[src/rtl/booth_sequential_multiplier.sv]
// Iterative radix-2 multiplier. One add/sub step and one shift step per multiplier bit.
// `define MULT_SIGNED_EN selects two's-complement Booth recoding; otherwise unsigned shift-add.
module booth_sequential_multiplier #(
  parameter int WIDTH = 8
) (
  input  logic                 clk,
  input  logic                 rst_n,
  input  logic                 start,
  input  logic [WIDTH-1:0]     multiplicand,
  input  logic [WIDTH-1:0]     multiplier,
  output logic                 busy,
  output logic                 done,
  output logic [2*WIDTH-1:0]   product
);

  localparam int CW = (WIDTH > 1) ? $clog2(WIDTH) : 1;

  typedef enum logic [2:0] {
    IDLE   = 3'd0,
    LOAD   = 3'd1,
    ADDSUB = 3'd2,
    SHIFT  = 3'd3,
    DONE   = 3'd4
  } state_t;

  state_t           state, state_nxt;
  logic [WIDTH:0]   acc, acc_nxt, m_ext;
  logic [WIDTH-1:0] q;
  logic [CW-1:0]    count;
  logic             last;
`ifdef MULT_SIGNED_EN
  logic             q_m1;
`endif

  assign last = (count == CW'(WIDTH-1));
  assign busy = (state != IDLE);
  assign done = (state == DONE);

  always_ff @(posedge clk or negedge rst_n) begin
    if (!rst_n) state <= IDLE;
    else        state <= state_nxt;
  end

  always_comb begin
    state_nxt = state;
    unique case (state)
      IDLE:    if (start) state_nxt = LOAD;
      LOAD:    state_nxt = ADDSUB;
      ADDSUB:  state_nxt = SHIFT;
      SHIFT:   state_nxt = last ? DONE : ADDSUB;
      DONE:    state_nxt = IDLE;
      default: state_nxt = IDLE;
    endcase
  end

  // Extra accumulator bit absorbs the carry / keeps -M representable for M = -2^(WIDTH-1).
  always_comb begin
    acc_nxt = acc;
`ifdef MULT_SIGNED_EN
    unique case ({q[0], q_m1})
      2'b10:   acc_nxt = acc - m_ext;
      2'b01:   acc_nxt = acc + m_ext;
      default: acc_nxt = acc;
    endcase
`else
    if (q[0]) acc_nxt = acc + m_ext;
`endif
  end

  always_ff @(posedge clk or negedge rst_n) begin
    if (!rst_n) begin
      acc     <= '0;
      q       <= '0;
      m_ext   <= '0;
      count   <= '0;
      product <= '0;
`ifdef MULT_SIGNED_EN
      q_m1    <= 1'b0;
`endif
    end else begin
      unique case (state)
        LOAD: begin
          acc   <= '0;
          q     <= multiplier;
          count <= '0;
`ifdef MULT_SIGNED_EN
          m_ext <= {multiplicand[WIDTH-1], multiplicand};
          q_m1  <= 1'b0;
`else
          m_ext <= {1'b0, multiplicand};
`endif
        end
        ADDSUB: acc <= acc_nxt;
        SHIFT: begin
`ifdef MULT_SIGNED_EN
          {acc, q, q_m1} <= {acc[WIDTH], acc, q};
`else
          {acc, q} <= {1'b0, acc, q[WIDTH-1:1]};
`endif
          // Product is the post-shift {A[WIDTH-1:0],Q}, registered so it is valid in DONE.
          if (last) product <= {acc, q[WIDTH-1:1]};
          else      count   <= count + 1'b1;
        end
        default: ;
      endcase
    end
  end

endmodule

[config.mk]
export PLATFORM = sky130hd
export DESIGN_NAME = booth_sequential_multiplier
export DESIGN_NICKNAME = d
export VERILOG_FILES = /design/src/rtl/booth_sequential_multiplier.sv
export SDC_FILE = /design/constraint.sdc
export NUM_CORES = 1
export LEC_CHECK = 0
export ABC_CLOCK_PERIOD_IN_PS = 1900
export BUFFER_PORTS_ARGS = -buffer_cell sky130_fd_sc_hd__clkbuf_2
export CAP_MARGIN = 20
export CORE_ASPECT_RATIO = 1.5
export CORE_MARGIN = 10
export CORE_UTILIZATION = 45
export DETAILED_ROUTE_END_ITERATION = 16
export PLACE_DENSITY_LB_ADDON = 0.25
export SYNTH_ARGS = -nofsm -noshare
export SYNTH_HDL_FRONTEND = slang
export SYNTH_SLANG_ARGS = --single-unit
[constraint.sdc]
create_clock -name clk -period 1.9 [get_ports clk]
set_input_delay 0.38 -clock clk [delete_from_list [all_inputs] [get_ports clk]]
set_output_delay 0.38 -clock clk [all_outputs]
set_load 0.01 [all_outputs]
==> run summary, run 1 <==
Outcome - finished, violations left
Violated checks - setup timing
Startpoint Class - flop
Fraction of registers with async set/reset - 1.00
TritonCTS buffer count - 5
Largest delay contributor family on the critical path - adder cells
Syn_area_per_cell - 10.0 um2
Met2 WL post-DR - 2.58 mm
Worst Hold Class - in2async
Antenna cells - 0
Number of cells on the worst reg-to-reg path - 6
Placement Setup Slack - -0.0742 ns
Die Y - 110 um
Vias per cell - 5.16
Final Wtd Congestion - 0.824
CTS root buf - clkbuf_8
Final worst-path setup slack - -0.0127 ns
First-pass GRT wire length - 8.75 mm
1st-iter DRT viols - 98
WL met3 - 272 um
Number of synthesized register bits - 47
Fin. Hold Viols - 0
Total track usage - 0.125
DRC Markers - 0
Clock Skew - 0.0110 ns
Worst-margin pin slew - 0.592 ns
# IOs - 37
Reg area - 0.00118 mm2
Aggregate routed wire length - 5.12 mm
Area of the mapped netlist - 0.00241 mm2
PortBufs - 36
Crit-path max FO - 3
Rel. slew slack - 0.606
Fin. max-slew vios - 0
Die Width - 79.8 um
Reg-to-reg slack, setup - -0.01 ns
Critical-path cell list - ha_2 -> fa_2 -> a211oi_4 -> o21ai_2 -> or3b_1 -> a32oi_1
Antenna viol nets, final - 0
PD cells - 1850 mW/mm2
Vias - 1841
DR pass1 iterations - 4
CP endpoint kind - flop
Top routing layer used - met4
Layout Nets - 318
Maximum VDD drop - 0.861 mV
Synth-to-Final Area Change - 19.3%
CTS clk-pin slew, worst paths - 0.09 ns
Synth unique cells - 43
Final Cycle Share - 1.01
Fmax - 523 MHz
Initial antenna violation count - 0
Data arrival time of the critical path - 2.14 ns
Main synth FF type - dfrtp_1
Most frequent cells in the layout - nand2_1, dfrtp_1, clkbuf_2, o21ai_0, buf_4
CP bufs+invs - 0
Worst r2r src - acc[0]
Htree depth - 2
Multi-input logic area - 0.00119 mm2
# hold bufs at CTS - 0
Unrepaired setup endpoints after global routing - true
CTS Sinks - 47
# fillers - 458
Largest net degree at the start of global routing - 48
Yosys warns - 0
RR Endpoint - acc[6]
Share of post-route cells with drive strength above 1 - 0.287
Core ar. - 0.00516 mm2
Fin Hold WS - 0.157 ns
Most common cell after layout, fill and taps aside - nand2_1
WS Path Type - reg2reg
Syn Nets - 270
DP HPWL - 3.73 mm
Max incr delay on CP - 0.41 ns
Design Power - 0.00532 W
Final Setup Violations - 1
Sequential share of the synthesized area - 0.488
Metal-1 WL - 2.17 mm
Initial Util - 0.467
GR Overflow Total - 0
Post-synth EDFFs - 0
Wire per inst - 14.3 um
Max Cap Violations - 0
CTS tree - done
Mapped Cells - 240
Die ar. - 0.00875 mm2
Leak Pwr - 1.46 nW
Critical Path RT - 2.13 ns
CP max-delay cell - dfrtp_1
Clock buffer depth - 2
Period minus WS final - 1.91 ns
# rows - 32
Vias in the first global route - 1899
Clk_lat worst skew - 0.31 ns
cell usage after synthesis, drive strengths merged, types with 2 or more instances:
master | number | area share
a211o | 3 | 0.011
a211oi | 3 | 0.011
a21oi | 4 | 0.0083
a22o | 8 | 0.029
buf | 6 | 0.018
clkbuf | 6 | 0.0099
dfrtp | 47 | 0.49
ha | 10 | 0.052
inv | 7 | 0.011
mux2 | 10 | 0.047
mux2i | 12 | 0.050
nand2 | 64 | 0.10
nand2b | 4 | 0.010
nor2 | 8 | 0.016
nor3b | 2 | 0.0062
o21ai | 21 | 0.044
o21ba | 2 | 0.0083
o221ai | 2 | 0.0073
o31ai | 2 | 0.0062
or3 | 2 | 0.0052
sequential cells by signal (all words and copies together) (netlist names):
name and flops:
product 16, acc 9, m_ext 8, q 8, count 3, state 3
per-stage QoR:
stage	instances	cell area [um2]	setup TNS, ns	utilization
after floorplan	240	2420	0	-
after detailed placement	344	2700	-0.0742	0.523
after CTS	356	2840	-0.193	0.550
after global placement	344	2700	-0.0162	0.523
after global routing	357	2880	-0.172	0.557
final	357	2880	-0.0127	0.557
metal layers:
layer,GRT usage,up-vias
li1,-,932
met1,0.140,865
met2,0.215,36
met3,0.0368,8
met4,0.0492,0
met5,0,-
timing repair:
action	CTS	global route
setup endpoints to repair	3	6
gates cloned	0	0
buffers inserted	4	2
pin swaps	8	6
gates resized for setup	4	7
logic make-up after synthesis:
kind of cell | count (synthesis) | share of synthesized area
fa+ha+maj | 11 | 0.0602
xor+xnor | 1 | 0.00363
compound gates | 53 | 0.152
simple gates | 87 | 0.161
mux | 22 | 0.0965
flops | 47 | 0.488
buf+inv | 19 | 0.0389
worst max-delay path by stage:
stage,start,slack (ns),cells after the start,endpoint
after floorplan,acc[0],0.01,6,acc[6]
after global placement,acc[0],-0.02,6,acc[6]
after detailed placement,acc[0],-0.07,6,acc[6]
after CTS,m_ext[0],-0.08,6,acc[6]
after global routing,acc[0],-0.10,6,acc[6]
final,acc[0],-0.01,6,acc[6]
worst register-to-register path, delay by kind of cell (launching register included):
kind	cells	cell delay [ns]
compound gates	3	0.52
fa+ha+maj	2	0.55
flops	1	0.41
simple gates	1	0.35
layout make-up:
type,count,area share
clock buffers,5,0.0239
clock inverters,3,0.00826
inverters,7,0.00913
multi-input cells,174,0.413
flip-flops and latches,47,0.409
well taps,68,0.0296
repair buffers,53,0.107
power breakdown:
part	switching [W]	total, W	internal (W)
combinational	0.00151	0.00294	0.00144
clock	0.000362	0.000625	0.000264
sequential	0.000312	0.00175	0.00144
Power figures use the tool's default switching activity.
==> run 2, diff against run 1 <==
ABC_AREA = 1   (was unset)
REMOVE_ABC_BUFFERS = 1   (was unset)
==> run summary, run 2 <==
Most frequent cell after synthesis - nand2_1
Crit-path max FO - 3 (unchanged)
Final Wtd Congestion - 0.904 (+9.7%)
Vias - 1918 (+4.2%)
Most repeated library cell on the critical path - nand2_1
1st-iter DRT viols - 138 (+41%)
Initial Util - 0.466 (-0.000969)
Htree depth - 2 (unchanged)
Largest net degree at the start of global routing - 32 (-33%)
Postcts setup bufs - 0 (-4)
Fin. max-slew vios - 0 (unchanged)
Main synth FF type - dfrtp_1
Top flop regs - product (16), acc (9)
TritonCTS buffer count - 5 (unchanged)
# rows - 32 (unchanged)
Clock Skew - 0.00565 ns (-0.00531 ns)
Max incr delay on CP - 0.42 ns (about the same)
CP endpoint kind - flop
CP startpoint - acc[0]
Sequential share of the synthesized area - 0.489 (+0.00101)
Synth cell count leaders - nand2_1, dfrtp_1, inv_1, nand3_1
Clk_lat worst skew - 0.30 ns (about the same)
Antenna cells - 0 (unchanged)
Worst Hold Class - in2async
Yosys warns - 0 (unchanged)
Final Setup Violations - 0 (-1)
Wire per inst - 13.1 um (-8.8%)
Die ar. - 0.00873 mm2 (-0.16%)
Number of synthesized register bits - 47 (unchanged)
Critical Path RT - 2.10 ns (-0.03 ns)
Layout Nets - 358 (+13%)
Fmax - 574 MHz (+9.8%)
Clock power frac - 0.131 (+0.013)
PD cells - 1680 mW/mm2 (-9.1%)
Fin. Hold Viols - 0 (unchanged)
Most common cell after layout, fill and taps aside - nand2_1
DR pass1 iterations - 6 (+2)
Share of post-route cells with drive strength above 1 - 0.201 (-0.0866)
# IOs - 37 (unchanged)
Fin Setup TNS - 0 ns (+0.0127 ns)
Leak Pwr - 1.52 nW (+3.9%)
Max FFs per register - 16 (unchanged)
Die Y - 110 um (about the same)
Maximum VDD drop - 0.754 mV (-12%)
CTS clk-pin slew, worst paths - 0.09 ns (about the same)
Largest Register - product
Core ar. - 0.00516 mm2 (unchanged)
CTS tree - done
Final Cycle Share - 0.917 (-0.0899)
Combinational Power Share - 0.492 (-0.061)
Largest delay contributor family on the critical path - adder cells
Period minus WS final - 1.74 ns (-0.171 ns)
Worst r2r src - acc[0]
Synth-to-Final Area Change - 13.4%
Net Switching - 0.00205 W (-6.0%)
Worst-margin pin slew - 0.470 ns (-0.121 ns)
GR Overflow Total - 0 (unchanged)
CP bufs+invs - 0 (unchanged)
Synth unique cells - 26 (-40%)
Placed Area - 0.00264 mm2 (-2.3%)
Antenna viol nets, final - 0 (unchanged)
# hold bufs at CTS - 0 (unchanged)
Fraction of registers with async set/reset - 1.00 (unchanged)
Die Width - 79.7 um (about the same)
PortBufs - 36 (unchanged)
Pint - 0.00254 W (-19%)
Design Area, Final - 0.00273 mm2 (-5.2%)
Aggregate routed wire length - 5.19 mm (+1.4%)
Vias in the first global route - 1918 (+1.0%)
Post-synth top area cell - dfrtp_1
Sw Share - 0.447 (+0.0371)
Data arrival time of the critical path - 1.94 ns (-0.20 ns)
Clock buffer depth - 2 (unchanged)
Mapped Cells - 289 (+20%)
Total track usage - 0.128 (+0.00321)
Critical-path cell list - ha_1 -> fa_1 -> nand2_1 -> nand3_1 -> or2_2 -> nand2_1 -> a21oi_1
CP max-delay cell - fa_1
DRC Markers - 0 (unchanged)
Post-synth EDFFs - 0 (unchanged)
First-pass GRT wire length - 8.89 mm (+1.6%)
Unrepaired setup endpoints after global routing - false
Rel. slew slack - 0.686 (+0.0809)
Dominant cells by area after synthesis - dfrtp_1, nand2_1, ha_1
Startpoint Class - flop
Flop pwr share - 0.377 (+0.048)
Outcome - complete, no violations
CTS root buf - clkbuf_8
Top-area cell type share of the netlist area - 0.489 (+0.00101)
CTS Sinks - 47 (unchanged)
Initial antenna violation count - 0 (unchanged)
Most frequent cells in the layout - nand2_1, dfrtp_1, clkbuf_2, inv_1, nand3_1
Vias per cell - 4.83 (-6.3%)
Max Cap Violations - 0 (unchanged)
Fin Hold WS - 0.0120 ns (-0.145 ns)
Syn_area_per_cell - 8.33 um2 (-17%)
Area of the mapped netlist - 0.00241 mm2 (-0.21%)
Post-CTS resize count - 0 (-4)
DP HPWL - 3.95 mm (+5.7%)
WS Path Type - reg2reg
-- run 2: power by group through the flow --
stage                     clock [W]  sequential (W)  combinational [W]
after floorplan                   0         0.00174            0.00162
after global placement            0         0.00174            0.00224
after detailed placement          0         0.00174            0.00229
after CTS                  0.000619         0.00173            0.00230
after global routing       0.000659         0.00179            0.00261
final                      0.000600         0.00173            0.00226
-- run 2: layout make-up --
| cell class | count | area [um2] |
|---|---|---|
| clock buffer | 6 | 72.6 |
| clock inverter | 2 | 12.5 |
| fill | 497 | 2440 |
| inverter | 35 | 134 |
| multi-input combinational | 200 | 1030 |
| sequential | 47 | 1180 |
| tap | 68 | 85.1 |
| timing repair buffer | 39 | 215 |
-- run 2: metrics by stage --
step	utilization	setup WS (ns)	power [W]	std cells
detailed placement	0.512	0.177	0.00403	389
global route	0.528	0.0530	0.00506	397
finish	0.528	0.158	0.00459	397
global placement	0.512	0.212	0.00398	389
CTS	0.528	0.160	0.00465	397
floorplan	-	0.256	0.00336	282
-- run 2: logic make-up after synthesis --
kind of cell | after synthesis | synth area share
AO/OA/AOI/OAI | 40 | 0.103
adder cells (fa/ha/maj) | 11 | 0.0603
AND/OR/NAND/NOR | 148 | 0.262
flip-flops | 47 | 0.489
buffers and inverters | 42 | 0.0822
XOR/XNOR | 1 | 0.00364
-- run 2: worst paths after layout --
path | to | slack, ns | cells past startpoint
worst max register to register | acc[4] | 0.16 | 7
min in group clk | m_ext[3] | 0.28 | 3
worst min-delay path | product[11] | 0.01 | 1
worst min register to register | product[11] | 0.48 | 2
worst max-delay path | acc[4] | 0.16 | 7
max in group asynchronous | acc[7] | 1.37 | 2
-- run 2: per-layer routing --
metal	GRT usage	vias up	part of all wire
li1	-	982	-
met1	0.138	900	0.42
met2	0.230	30	0.52
met3	0.0343	6	0.042
met4	0.0488	0	0.015
met5	0	-	0
